<file path="src/rtl/router_flit_deserializer_pkg.sv">
// router_pkg: shared flit layout constants, deserializer FSM states and saturating counter helper
package router_pkg;
    localparam int FLIT_TAIL_BIT = 0;
    localparam int FLIT_DATA_W_DEF = 10;
    typedef enum logic {HDR, DATA} state_t;
    // Increments v unless it already holds the all-ones value of a w-bit counter (w <= 64)
    function automatic logic [63:0] sat_inc(input logic [63:0] v, input int w);
        logic [63:0] ones;
        ones = {64{1'b1}} >> (64 - w);
        return (v == ones) ? v : v + 64'd1;
    endfunction
endpackage

</file>
<file path="src/rtl/router_flit_deserializer_assembler.sv">
// flit_word_assembler: MSB-first shift register plus flit index for one core word
// Ports: clk, reset (sync, active-low), shift_en (accept din), clear (drop partial word),
//        din (flit payload), word (assembly contents including din), last (idx is final flit)
module flit_word_assembler #(
    parameter int FLIT_DATA_W = 10,
    parameter int FLITS_PER_WORD = 3,
    localparam int W = FLIT_DATA_W * FLITS_PER_WORD,
    localparam int IDX_W = (FLITS_PER_WORD > 1) ? $clog2(FLITS_PER_WORD) : 1
) (
    input  logic                   clk,
    input  logic                   reset,
    input  logic                   shift_en,
    input  logic                   clear,
    input  logic [FLIT_DATA_W-1:0] din,
    output logic [W-1:0]           word,
    output logic                   last
);
    logic [W-1:0]     sr;
    logic [IDX_W-1:0] idx;
    // word already includes the flit being popped, so the top can load it on the same edge
    assign word = W'({sr, din});
    assign last = idx == IDX_W'(FLITS_PER_WORD - 1);
    always_ff @(posedge clk) begin
        if (!reset || clear) begin
            sr  <= '0;
            idx <= '0;
        end else if (shift_en) begin
            sr  <= word;
            idx <= last ? '0 : idx + 1'b1;
        end
    end
endmodule

</file>
<file path="src/rtl/router_flit_deserializer.sv">
// router_flit_deserializer: strips worm headers and packs data flits into core words
// Ports: clk, reset (sync, active-low); fifo_empty/fifo_data/fifo_rdreq show-ahead FIFO side;
//        out_d/out_v/out_a core word channel; word_cnt/err_cnt/hdr_nz_cnt saturating status
module router_flit_deserializer
    import router_pkg::*;
#(
    parameter int FLIT_DATA_W = FLIT_DATA_W_DEF,
    parameter int FLITS_PER_WORD = 3,
    parameter int OUT_W = 32,
    parameter int CNT_W = 16
) (
    input  logic                 clk,
    input  logic                 reset,
    input  logic                 fifo_empty,
    input  logic [FLIT_DATA_W:0] fifo_data,
    output logic                 fifo_rdreq,
    output logic [OUT_W-1:0]     out_d,
    output logic                 out_v,
    input  logic                 out_a,
    output logic [CNT_W-1:0]     word_cnt,
    output logic [CNT_W-1:0]     err_cnt,
    output logic [CNT_W-1:0]     hdr_nz_cnt
);
    localparam int WORD_W = FLIT_DATA_W * FLITS_PER_WORD;
    state_t                 state, state_nx;
    logic [FLIT_DATA_W-1:0] payload;
    logic [WORD_W-1:0]      word;
    logic                   tail, last, accept, hdr_pop, shift_en, clear, load;
    assign payload = fifo_data[FLIT_DATA_W:1];
    assign tail    = fifo_data[FLIT_TAIL_BIT];
    flit_word_assembler #(
        .FLIT_DATA_W   (FLIT_DATA_W),
        .FLITS_PER_WORD(FLITS_PER_WORD)
    ) u_asm (
        .clk     (clk),
        .reset   (reset),
        .shift_en(shift_en),
        .clear   (clear),
        .din     (payload),
        .word    (word),
        .last    (last)
    );
    // Only a word-completing flit waits for the output buffer to be free or draining
    always_comb begin
        accept     = (state == HDR) || !last || !out_v || out_a;
        fifo_rdreq = reset && !fifo_empty && accept;
        hdr_pop    = fifo_rdreq && (state == HDR);
        shift_en   = fifo_rdreq && (state == DATA);
        clear      = shift_en && !last && tail;
        load       = shift_en && last;
        state_nx   = hdr_pop ? (tail ? HDR : DATA) : (shift_en && tail) ? HDR : state;
    end
    always_ff @(posedge clk) begin
        if (!reset)
            state <= HDR;
        else
            state <= state_nx;
    end
    always_ff @(posedge clk) begin
        if (!reset) begin
            out_d      <= '0;
            out_v      <= 1'b0;
            word_cnt   <= '0;
            err_cnt    <= '0;
            hdr_nz_cnt <= '0;
        end else begin
            if (load)
                out_d <= OUT_W'(word);
            out_v <= load || (out_v && !out_a);
            if (out_v && out_a)
                word_cnt <= CNT_W'(sat_inc(64'(word_cnt), CNT_W));
            if (clear)
                err_cnt <= CNT_W'(sat_inc(64'(err_cnt), CNT_W));
            if (hdr_pop && payload != '0)
                hdr_nz_cnt <= CNT_W'(sat_inc(64'(hdr_nz_cnt), CNT_W));
        end
    end
endmodule

</file>
<file path="config.mk">
export PLATFORM = sky130hd
export DESIGN_NAME = router_flit_deserializer
export DESIGN_NICKNAME = d
export VERILOG_FILES = /design/src/rtl/router_flit_deserializer_pkg.sv /design/src/rtl/router_flit_deserializer_assembler.sv /design/src/rtl/router_flit_deserializer.sv
export SDC_FILE = /design/constraint.sdc
export NUM_CORES = 1
export LEC_CHECK = 0
export BUFFER_PORTS_ARGS = -buffer_cell sky130_fd_sc_hd__buf_2
export CAP_MARGIN = 10
export CORE_MARGIN = 5
export CORE_UTILIZATION = 58
export DETAILED_ROUTE_END_ITERATION = 16
export GPL_TIMING_DRIVEN = 0
export PLACE_DENSITY_LB_ADDON = 0.05
export RECOVER_POWER = 100
export SLEW_MARGIN = 20
export SYNTH_ARGS = -nofsm -noshare
export SYNTH_HDL_FRONTEND = slang
export SYNTH_HIERARCHICAL = 1
export SYNTH_SLANG_ARGS = --single-unit
</file>
<file path="constraint.sdc">
create_clock -name clk -period 5.3 [get_ports clk]
set_input_delay 1.325 -clock clk [delete_from_list [all_inputs] [get_ports clk]]
set_output_delay 1.325 -clock clk [all_outputs]
set_load 0.01 [all_outputs]
</file>
Yosys cells after proc, flatten, opt, wreduce, memory -nomap -nowiden
Index checks and enable logic that the tools add are counted.
{"block": "word_totals", "ff_bits": 102, "latch_bits": 0, "ramBits": 0, "romBits": 0, "inputBits": 15, "out_inout_bits": 82, "elab_cells": 50, "n_memories": 0}
{"block": "op_classes", "n_addsub": 4, "mul": 0, "div": 0, "n_lt_le_gt_ge": 0, "n_eq_ne": 4, "n_shift": 0, "muxes": 4, "bitwise": 4, "reduce_logical": 26}
{"cell": "adder 16 x 1 -> 16 bit, second input constant", "count": 3}
{"cell": "equality test 16 bit, second input constant", "count": 3}
{"cell": "logical AND 1 bit", "count": 11}
{"cell": "nonzero test 10 bit", "count": 1}
{"cell": "AND reduction 2 bit", "count": 3}
{"cell": "zero test 1 bit", "count": 5}
{"cell": "logical OR 1 bit", "count": 5}
{"cell": "inverter 1 bit", "count": 4}
{"cell": "two-way mux 1 bit", "count": 3}
{"cell": "adder 2 x 1 -> 2 bit, second input constant", "count": 1}
{"cell": "equality test 2 bit, second input constant", "count": 1}
{"cell": "two-way mux 2 bit", "count": 1}
{"cell": "nonzero test 2 bit", "count": 1}

Depth between registers and ports, before layout
Gate-level depths: netlist of run 1.
{"block": "depth", "ltp_word": 10, "depth_mapped": 8}

Cells and area by module
The synthesis of run 1 kept the hierarchy.
{"mod": "router_flit_deserializer", "instances": 1, "cells_each": 438, "area_per_inst_um2": 3623.5, "seq_area_each_um2": 1601.5}
{"mod": "flit_word_assembler", "instances": 1, "cells_each": 85, "area_per_inst_um2": 873.3, "seq_area_each_um2": 440.4}

Least setup slack after synthesis of run 1
Ideal clock, no wire load.
{"block": "synth_path", "path_kind": "in2out", "start": "input out_a", "end": "output fifo_rdreq", "arrival_time_ns": 1.694, "required_time_ns": 3.975, "path_slack_ns": 2.281, "stages": 3, "path_buffers": 0, "path_cell_list": "nand2b_1 > nor2_1 > a21oi_1"}
{"block": "synth_via", "elab_chain_cells": 2}
{"element": "from (decl)", "line_no": "router_flit_deserializer.sv:19", "source": "input logic out_a,"}
{"element": "logical OR 1 bit", "line_no": "router_flit_deserializer.sv:45", "source": "accept = (state == HDR) || !last || !out_v || out_a;"}
{"element": "logical AND 1 bit", "line_no": "router_flit_deserializer.sv:46", "source": "fifo_rdreq = reset && !fifo_empty && accept;"}
{"element": "to (decl)", "line_no": "router_flit_deserializer.sv:16", "source": "output logic fifo_rdreq,"}
No other way between the ends.

Worst setup path in the final report of run 1
{"block": "layout_path", "start": "input reset", "end": "register u_asm.sr[1]"}
{"block": "layout_via", "elab_chain_cells": 6}
{"element": "from (decl)", "line_no": "router_flit_deserializer.sv:13", "source": "input logic reset,"}
{"element": "logical AND 1 bit (*) (2 in a row)", "line_no": "router_flit_deserializer.sv:46"}
{"element": "logical AND 1 bit (*)", "line_no": "router_flit_deserializer.sv:48", "source": "shift_en = fifo_rdreq && (state == DATA);"}
{"element": "net shift_en", "line_no": "router_flit_deserializer.sv:28", "source": "logic tail, last, accept, hdr_pop, shift_en, clear, load;"}
{"element": "logical AND 1 bit (2 in a row)", "line_no": "router_flit_deserializer.sv:49", "source": "clear = shift_en && !last && tail;"}
{"element": "logical OR 1 bit", "line_no": "router_flit_deserializer_assembler.sv:24", "source": "if (!reset || clear) begin"}
{"element": "to (signal assigned)", "line_no": "router_flit_deserializer_assembler.sv:28", "source": "sr <= word;"}
{"element": "to (decl)", "line_no": "router_flit_deserializer_assembler.sv:18", "source": "logic [W-1:0] sr;"}
Mark *: on every way through the listed nets, which the timed path passes. The rest lies on a longest branch.
A chain may end at the register's enable or synchronous reset.

==> results.md, run 1 <==
- DR vias/cell: 5.74
- R2R Path Start: hdr_nz_cnt[1]
- Place WS: about 1.9 ns
- Vias in the first global route: 3,910
- Total global routing overflow: 0
- Cell area after synthesis: approximately 4500 um2
- Final period util: between 60% and 70%
- Post-synthesis cell type count: 44
- Post-route ant nets: 0
- HP Start: out_d[8]
- Crit path max fanout: 10
- Slew Viols, Final: 0
- Max-cap violations: 0
- Final hold vios: 0
- Worst slew margin: between 30% and 40%
- Max Fclk: 291 MHz
- Routed wire length per instance: ~15 um
- Nets: 647
- Sw Share: 25.5%
- Post-synth ARST share: 0%
- Sequential element share of the synthesized area: 45.4%
- Drt drc: 0
- Logic pwr share: 4.3%
- Clk_skew: 0.0115 ns
- Final setup TNS: 0 ns
- Post-synthesis cell count: approximately 520
- Cell taking the most area after synthesis: dfxtp_1
- Yosys reg bits: 102
- Most used DFF post-synth: dfxtp_1
- Clock power share: 36.4%
- Initial antenna violation count: 0
- Clock root cell: clkbuf_8
- Top cell type's share of synthesized area: 45.4%
- Largest net degree at the start of global routing: 20
- Critical R2R Capture: hdr_nz_cnt[11]
- CORE AREA: 7650 um2
- Worst-Skew Late Latency: between 0.3 and 0.4 ns
- Initial Util: about three fifths
- Site Rows: 32
- Post-CTS Hold Fix Bufs: 0
- Synth top area cells: dfxtp_1 45%, a21oi_1 6.9%, nand2_1 6.8%
- Drt pass-1 iters: 4
- Total Routed Length: 11.0 mm
- Hold Slack: 0.459 ns
- CTS tree: yes
- FF-to-FF setup slack: 2.85 ns
- Syn Area/Cell: 8.60 um2
- Number of synthesized flops with an enable pin: 0
- Post_cts resized: 0
- Final Worst Setup Slack: 1.86 ns
- GRT Overall Usage: 22.7%
- Reg2Reg Depth: 7
- Worst Path Required: around 5.6 ns
- PwrDens: 252 nW/um2
- Antenna diodes: 0
- DR iter-0 viols: 174
- H-Tree Depth: 3
- Area growth from synthesis to final layout: 15.2%
- Yosys warnings: 6
- First-pass GRT wire length: 18.5 mm
- Clock sink count: 102
- Routed vias: 4,225
- Hold Path End: out_d[8]
- Max Root-Sink Buffers: 2
- Switching power: 0.332 mW
- WS Path Type: in2reg
- Sequential share of power: between 50% and 60%
- Critical path startpoint category: primary input
- Die X: 98.1 um
- Count of boundary I/O pins: 97
- Worst vdd ir: 0.151 mV
- Fin crit period: 3.44 ns
- Die area: approximately 9600 um2
- Hold Path Depth: 2
- Die Ht: 98.1 um
- RSZ-0062 raised after global routing: false
- Critical path data arrival time: between 3 and 4 ns
- Final Wtd Congestion: 0.862
- Number of buffers created by CTS: 9
- Overall Power: 1.30 mW
- Hold Crit Class: reg2reg
- Status: finished clean
- CP Capture Type: register
- Actual slew at the worst max-slew pin: 0.998 ns
- Pleak: 1.62 nW
- Fraction of layout cells with a size suffix above 1: 7.89%
- Reg clk slew, reported paths: 0.11 ns
- PortBufs: 94
- Final setup vio count: 0
- HPWL Detailed: 7.93 mm
- # Post-CTS Setup Buffers: 0
- Fillers: 707
- Internal: just under 1 mW
## cell families (layout without fill, tap and decap cells)
kind of cell             after synthesis  in the layout  synth area share (%)
buffers and inverters                 54            164                  5.90
flip-flops                           102            102                  45.4
AND/OR/NAND/NOR                      217            217                  25.6
AO/OA/AOI/OAI                        121            121                  16.6
adder cells (fa/ha/maj)                3              3                 0.835
multiplexers                          25             25                  5.56
other                                  1              2                0.0834
## stage by stage
stage / cells / cell area, um2 / util, %
after detailed placement: 720 / 5100 / 66.7
after CTS: 736 / 5290 / 69.2
final: 736 / 5180 / 67.8
after floorplan: 524 / 4500 / -
after global placement: 720 / 5100 / 66.7
after global routing: 736 / 5180 / 67.8
## worst max-delay path by stage
stage | slack, ns | depth (start not counted) | to | startpoint
floorplan | 2.28 | 3 | fifo_rdreq | out_a
global placement | 1.87 | 7 | hdr_nz_cnt[12] | fifo_data[2]
detailed placement | 1.86 | 7 | hdr_nz_cnt[12] | fifo_data[2]
CTS | 2.02 | 5 | fifo_rdreq | out_a
global route | 1.62 | 9 | u_asm/sr[4] | reset
finish | 1.86 | 9 | u_asm/sr[1] | reset
## routing by layer
layer  vias up  track usage (%)  part of all wire, %
met2       101             37.9                   47
li1       2118                -                    -
met3        12             3.64                  4.9
met5         -                0                    0
met1      1994             30.1                   46
met4         0             7.24                  1.4
## state kept, by name, indices dropped and copies added (netlist names)
name / count
out_d: 30
u_asm/sr: 20
err_cnt: 16
hdr_nz_cnt: 16
word_cnt: 16
u_asm/idx: 2
out_v: 1
state: 1
## area by class of cell
type	count	area, um2	share of cell area, %
sequential	102	2040	39.4
clock buffer	9	124	2.39
buffer	42	209	4.03
tap	102	128	2.46
inverter	12	45.0	0.869
multi-input combinational	368	2200	42.5
timing repair buffer	94	368	7.10
clock inverter	7	66.3	1.28
## synthesized netlist by cell type (2+ instances only)
cell type  count
or4b_1         2
and2_1         3
buf_4         15
and4_1         6
clkbuf_1      22
o311ai_0       9
nor2_1        23
o211ai_1       3
nor2b_1        3
nand2_1       82
nor4_1        11
or4_1         20
o21a_1         2
or3_1          6
mux2i_1       25
inv_1         11
nand4_1       13
and3_1         5
dfxtp_1      102
nand3b_1       3
or2_2          3
buf_2          5
o31ai_1       22
ha_1           3
nand3_1       15
o41ai_1        5
a21oi_1       62
o21ai_0       12
nand2b_1       7
o31a_1         2
nor3_1         8
## cell usage in the layout (no fill, tap or decap), types with 14 or more instances in the layout
cell type	Yosys	layout
or4_1	20	20
o31ai_1	22	22
a21oi_1	62	62
buf_2	5	14
nor2_1	23	23
nand3_1	15	15
nand2_1	82	82
dfxtp_1	102	102
mux2i_1	25	25
clkbuf_1	22	109
## critical path: stages
cell and delay [ns]:
clkbuf_1 0.15, clkbuf_1 0.40, and3b_1 0.23, clkbuf_1 0.24, and2_0 0.17, clkbuf_1 0.24, clkbuf_1 0.60, mux2i_1 0.27
nor2_1 0.06
## power by group through the flow
| stage | combinational, mW | sequential (mW) | clock (mW) |
|---|---|---|---|
| after floorplan | 0.0341 | 0.792 | 0 |
| after global placement | 0.0556 | 0.791 | 0 |
| after detailed placement | 0.0567 | 0.792 | 0 |
| after CTS | 0.0571 | 0.774 | 0.479 |
| after global routing | 0.0616 | 0.775 | 0.508 |
| final | 0.0554 | 0.774 | 0.474 |
(Power assumes the default switching activity.)
==> run 2: changes to the inputs <==
--- a/config.mk
+++ b/config.mk
@@ -8,7 +8,7 @@
 export BUFFER_PORTS_ARGS = -buffer_cell sky130_fd_sc_hd__buf_2
 export CAP_MARGIN = 10
 export CORE_MARGIN = 5
-export CORE_UTILIZATION = 58
+export CORE_UTILIZATION = 49
 export DETAILED_ROUTE_END_ITERATION = 16
 export GPL_TIMING_DRIVEN = 0
 export PLACE_DENSITY_LB_ADDON = 0.05
==> constraint.sdc (replaced) <==
create_clock -name clk -period 2.8 [get_ports clk]
set_input_delay 0.7 -clock clk [delete_from_list [all_inputs] [get_ports clk]]
set_output_delay 0.7 -clock clk [all_outputs]
set_load 0.01 [all_outputs]
==> run 2 against run 1 <==
Against the previous run: global-route usage is 2.3 points lower; first-iteration DRC count is 24% higher; sequential share of layout area hardly changed; via count hardly changed; critical path type unchanged; combinational power is 91% higher; sequential power is 90% higher; utilization is 11 points lower; cell count is 1.2% higher; largest cell class unchanged; routed wire length is 3.7% higher; clock power is 100% higher.
==> results.md, run 2 (synthesis gave the netlist of run 1 again) <==
- Setup crit start: reset
- Worst slew margin: 9.60% (-23 points)
- CP Capture Type: register
- Max Root-Sink Buffers: 2 (unchanged)
- CORE AREA: 9110 um2 (+19%)
- PortBufs: 94 (unchanged)
- Actual slew at the worst max-slew pin: 1.34 ns (+0.345 ns)
- Hold Slack: 0.456 ns (-0.00336 ns)
- FF-to-FF setup slack: 0.37 ns (-2.48 ns)
- Die area: 11,200 um2 (+16%)
- RSZ-0062 raised after global routing: false
- HPWL Detailed: 8.20 mm (+3.3%)
- R2R Path Start: hdr_nz_cnt[0]
- Vias in the first global route: 3,836 (-1.9%)
- Final Worst Setup Slack: 0.208 ns (-1.65 ns)
- Antenna diodes: 0 (unchanged)
- GRT Overall Usage: 20.4% (-2.3 points)
- Die Ht: 106 um (+7.9%)
- CTS tree: yes
- Final Wtd Congestion: 0.826 (-4.2%)
- Final setup TNS: 0 ns (unchanged)
- Routed wire length per instance: 15.3 um (+2.4%)
- # Post-CTS Setup Buffers: 0 (unchanged)
- Post-CTS Hold Fix Bufs: 0 (unchanged)
- Worst Path Required: 3.04 ns (-2.51 ns)
- Total global routing overflow: 0 (unchanged)
- Commonest non-fill, non-tap cell in the layout: clkbuf_1
- Initial Util: 49.4% (-9.4 points)
- Final core occ: 56.9% (-11 points)
- DR vias/cell: 5.67 (-1.2%)
- Routed vias: 4,226 (+0.024%)
- Area growth from synthesis to final layout: 15.3% (about the same)
- Site Rows: 35 (+9.4%)
- Critical path startpoint category: primary input
- Worst-Skew Late Latency: 0.37 ns (about the same)
- Pleak: 1.62 nW (about the same)
- Count of boundary I/O pins: 97 (unchanged)
- Hold Crit Class: reg2reg
- Largest net degree at the start of global routing: 19 (-5.0%)
- Critical R2R Capture: hdr_nz_cnt[11]
- Clock sink count: 102 (unchanged)
- Fraction of layout cells with a size suffix above 1: 7.73% (-0.16 points)
- Post-route ant nets: 0 (unchanged)
- Max Fclk: around 390 MHz
- Critical path data arrival time: 2.83 ns (-0.86 ns)
- Initial antenna violation count: 0 (unchanged)
- Final period util: between 90% and 100%
- Max FFs per register: 30 (unchanged)
- Die X: 106 um (+7.9%)
- Clock root cell: clkbuf_8
- Reg2Reg Depth: 7 (unchanged)
- Clk_skew: 0.0150 ns (+0.00356 ns)
- Reg clk slew, reported paths: 0.10 ns (about the same)
- Number of buffers created by CTS: 9 (unchanged)
- Drt pass-1 iters: 5 (+1)
- Largest registers: out_d x30, u_asm/sr x20
- DR iter-0 viols: 216 (+24%)
- Most frequent cells in the layout: 108 x clkbuf_1, 102 x dfxtp_1, 82 x nand2_1
- Final setup vio count: 0 (unchanged)
- H-Tree Depth: 3 (unchanged)
- Drt drc: 0 (unchanged)
- Crit path max fanout: 10 (unchanged)
- Total Routed Length: 11.4 mm (+3.7%)
- First-pass GRT wire length: 18.9 mm (+1.9%)
- Place WS: -0.0796 ns (-1.94 ns)
- Top reg by flops: out_d
- Hold Path Depth: 2 (unchanged)
- Fillers: 928 (+31%)
- Hold Path End: out_d[20]
- Max-cap violations: 0 (unchanged)
- Fin crit period: 2.59 ns
- Worst vdd ir: 0.302 mV (+100%)
- Status: finished clean
- Nets: 647 (unchanged)
- PwrDens: 488 nW/um2 (+94%)
- Post_cts resized: 0 (unchanged)
- Final hold vios: 0 (unchanged)
- HP Start: u_asm/sr[10]
- Slew Viols, Final: 0 (unchanged)
- WS Path Type: in2reg
run 2: cell types whose count changed in the layout (fill, tap and decap cells not counted), sizes merged:
cell	before	now
clkinvlp	2	1
clkbuf	118	119
buf	27	26
bufinv	0	1
run 2: how the worst max path moves through the flow:
stage                     endpoint  slack, ns  depth (start not counted)
floorplan           hdr_nz_cnt[12]       0.63                          6
global placement    hdr_nz_cnt[12]      -0.03                          7
detailed placement  hdr_nz_cnt[12]      -0.08                          7
CTS                 hdr_nz_cnt[12]       0.32                          7
global route           u_asm/sr[4]       0.03                          9
finish                 u_asm/sr[4]       0.21                          9
run 2: power breakdown:
group          switching (mW)  total [mW]  internal (mW)
sequential            0.00827        1.47           1.46
combinational          0.0685       0.106         0.0377
clock                   0.535       0.958          0.423
total                   0.611        2.53           1.92
run 2: routing by layer:
layer,wire (um),GRT usage [%],vias up
li1,-,-,2123
met1,5260,27.2,1989
met2,5360,33.1,101
met3,603,3.80,13
met4,149,7.31,0
met5,0,0,-
run 2: critical path, stage by stage:
cell      delay (ns)
clkbuf_1        0.16
clkbuf_1        0.40
and3b_1         0.22
buf_2           0.17
and2_1          0.14
clkbuf_2        0.16
clkbuf_1        0.55
mux2i_1         0.28
nor2_1          0.06
run 2: cell type report:
type                       count  area, um2  area share, %
tap                          111        139           2.68
buffer                        42        210           4.06
timing repair buffer          94        368           7.10
multi-input combinational    368       2180           42.0
clock buffer                   9        124           2.39
sequential                   102       2040           39.4
inverter                      12       45.0          0.869
clock inverter                 7       77.6           1.50
run 2: per-stage QoR:
step	cell area [um2]	total power, mW	std cells
global route	5180	2.64	745
floorplan	4500	1.56	524
CTS	5310	2.56	745
detailed placement	5110	1.61	729
global placement	5110	1.61	729
finish	5180	2.53	745
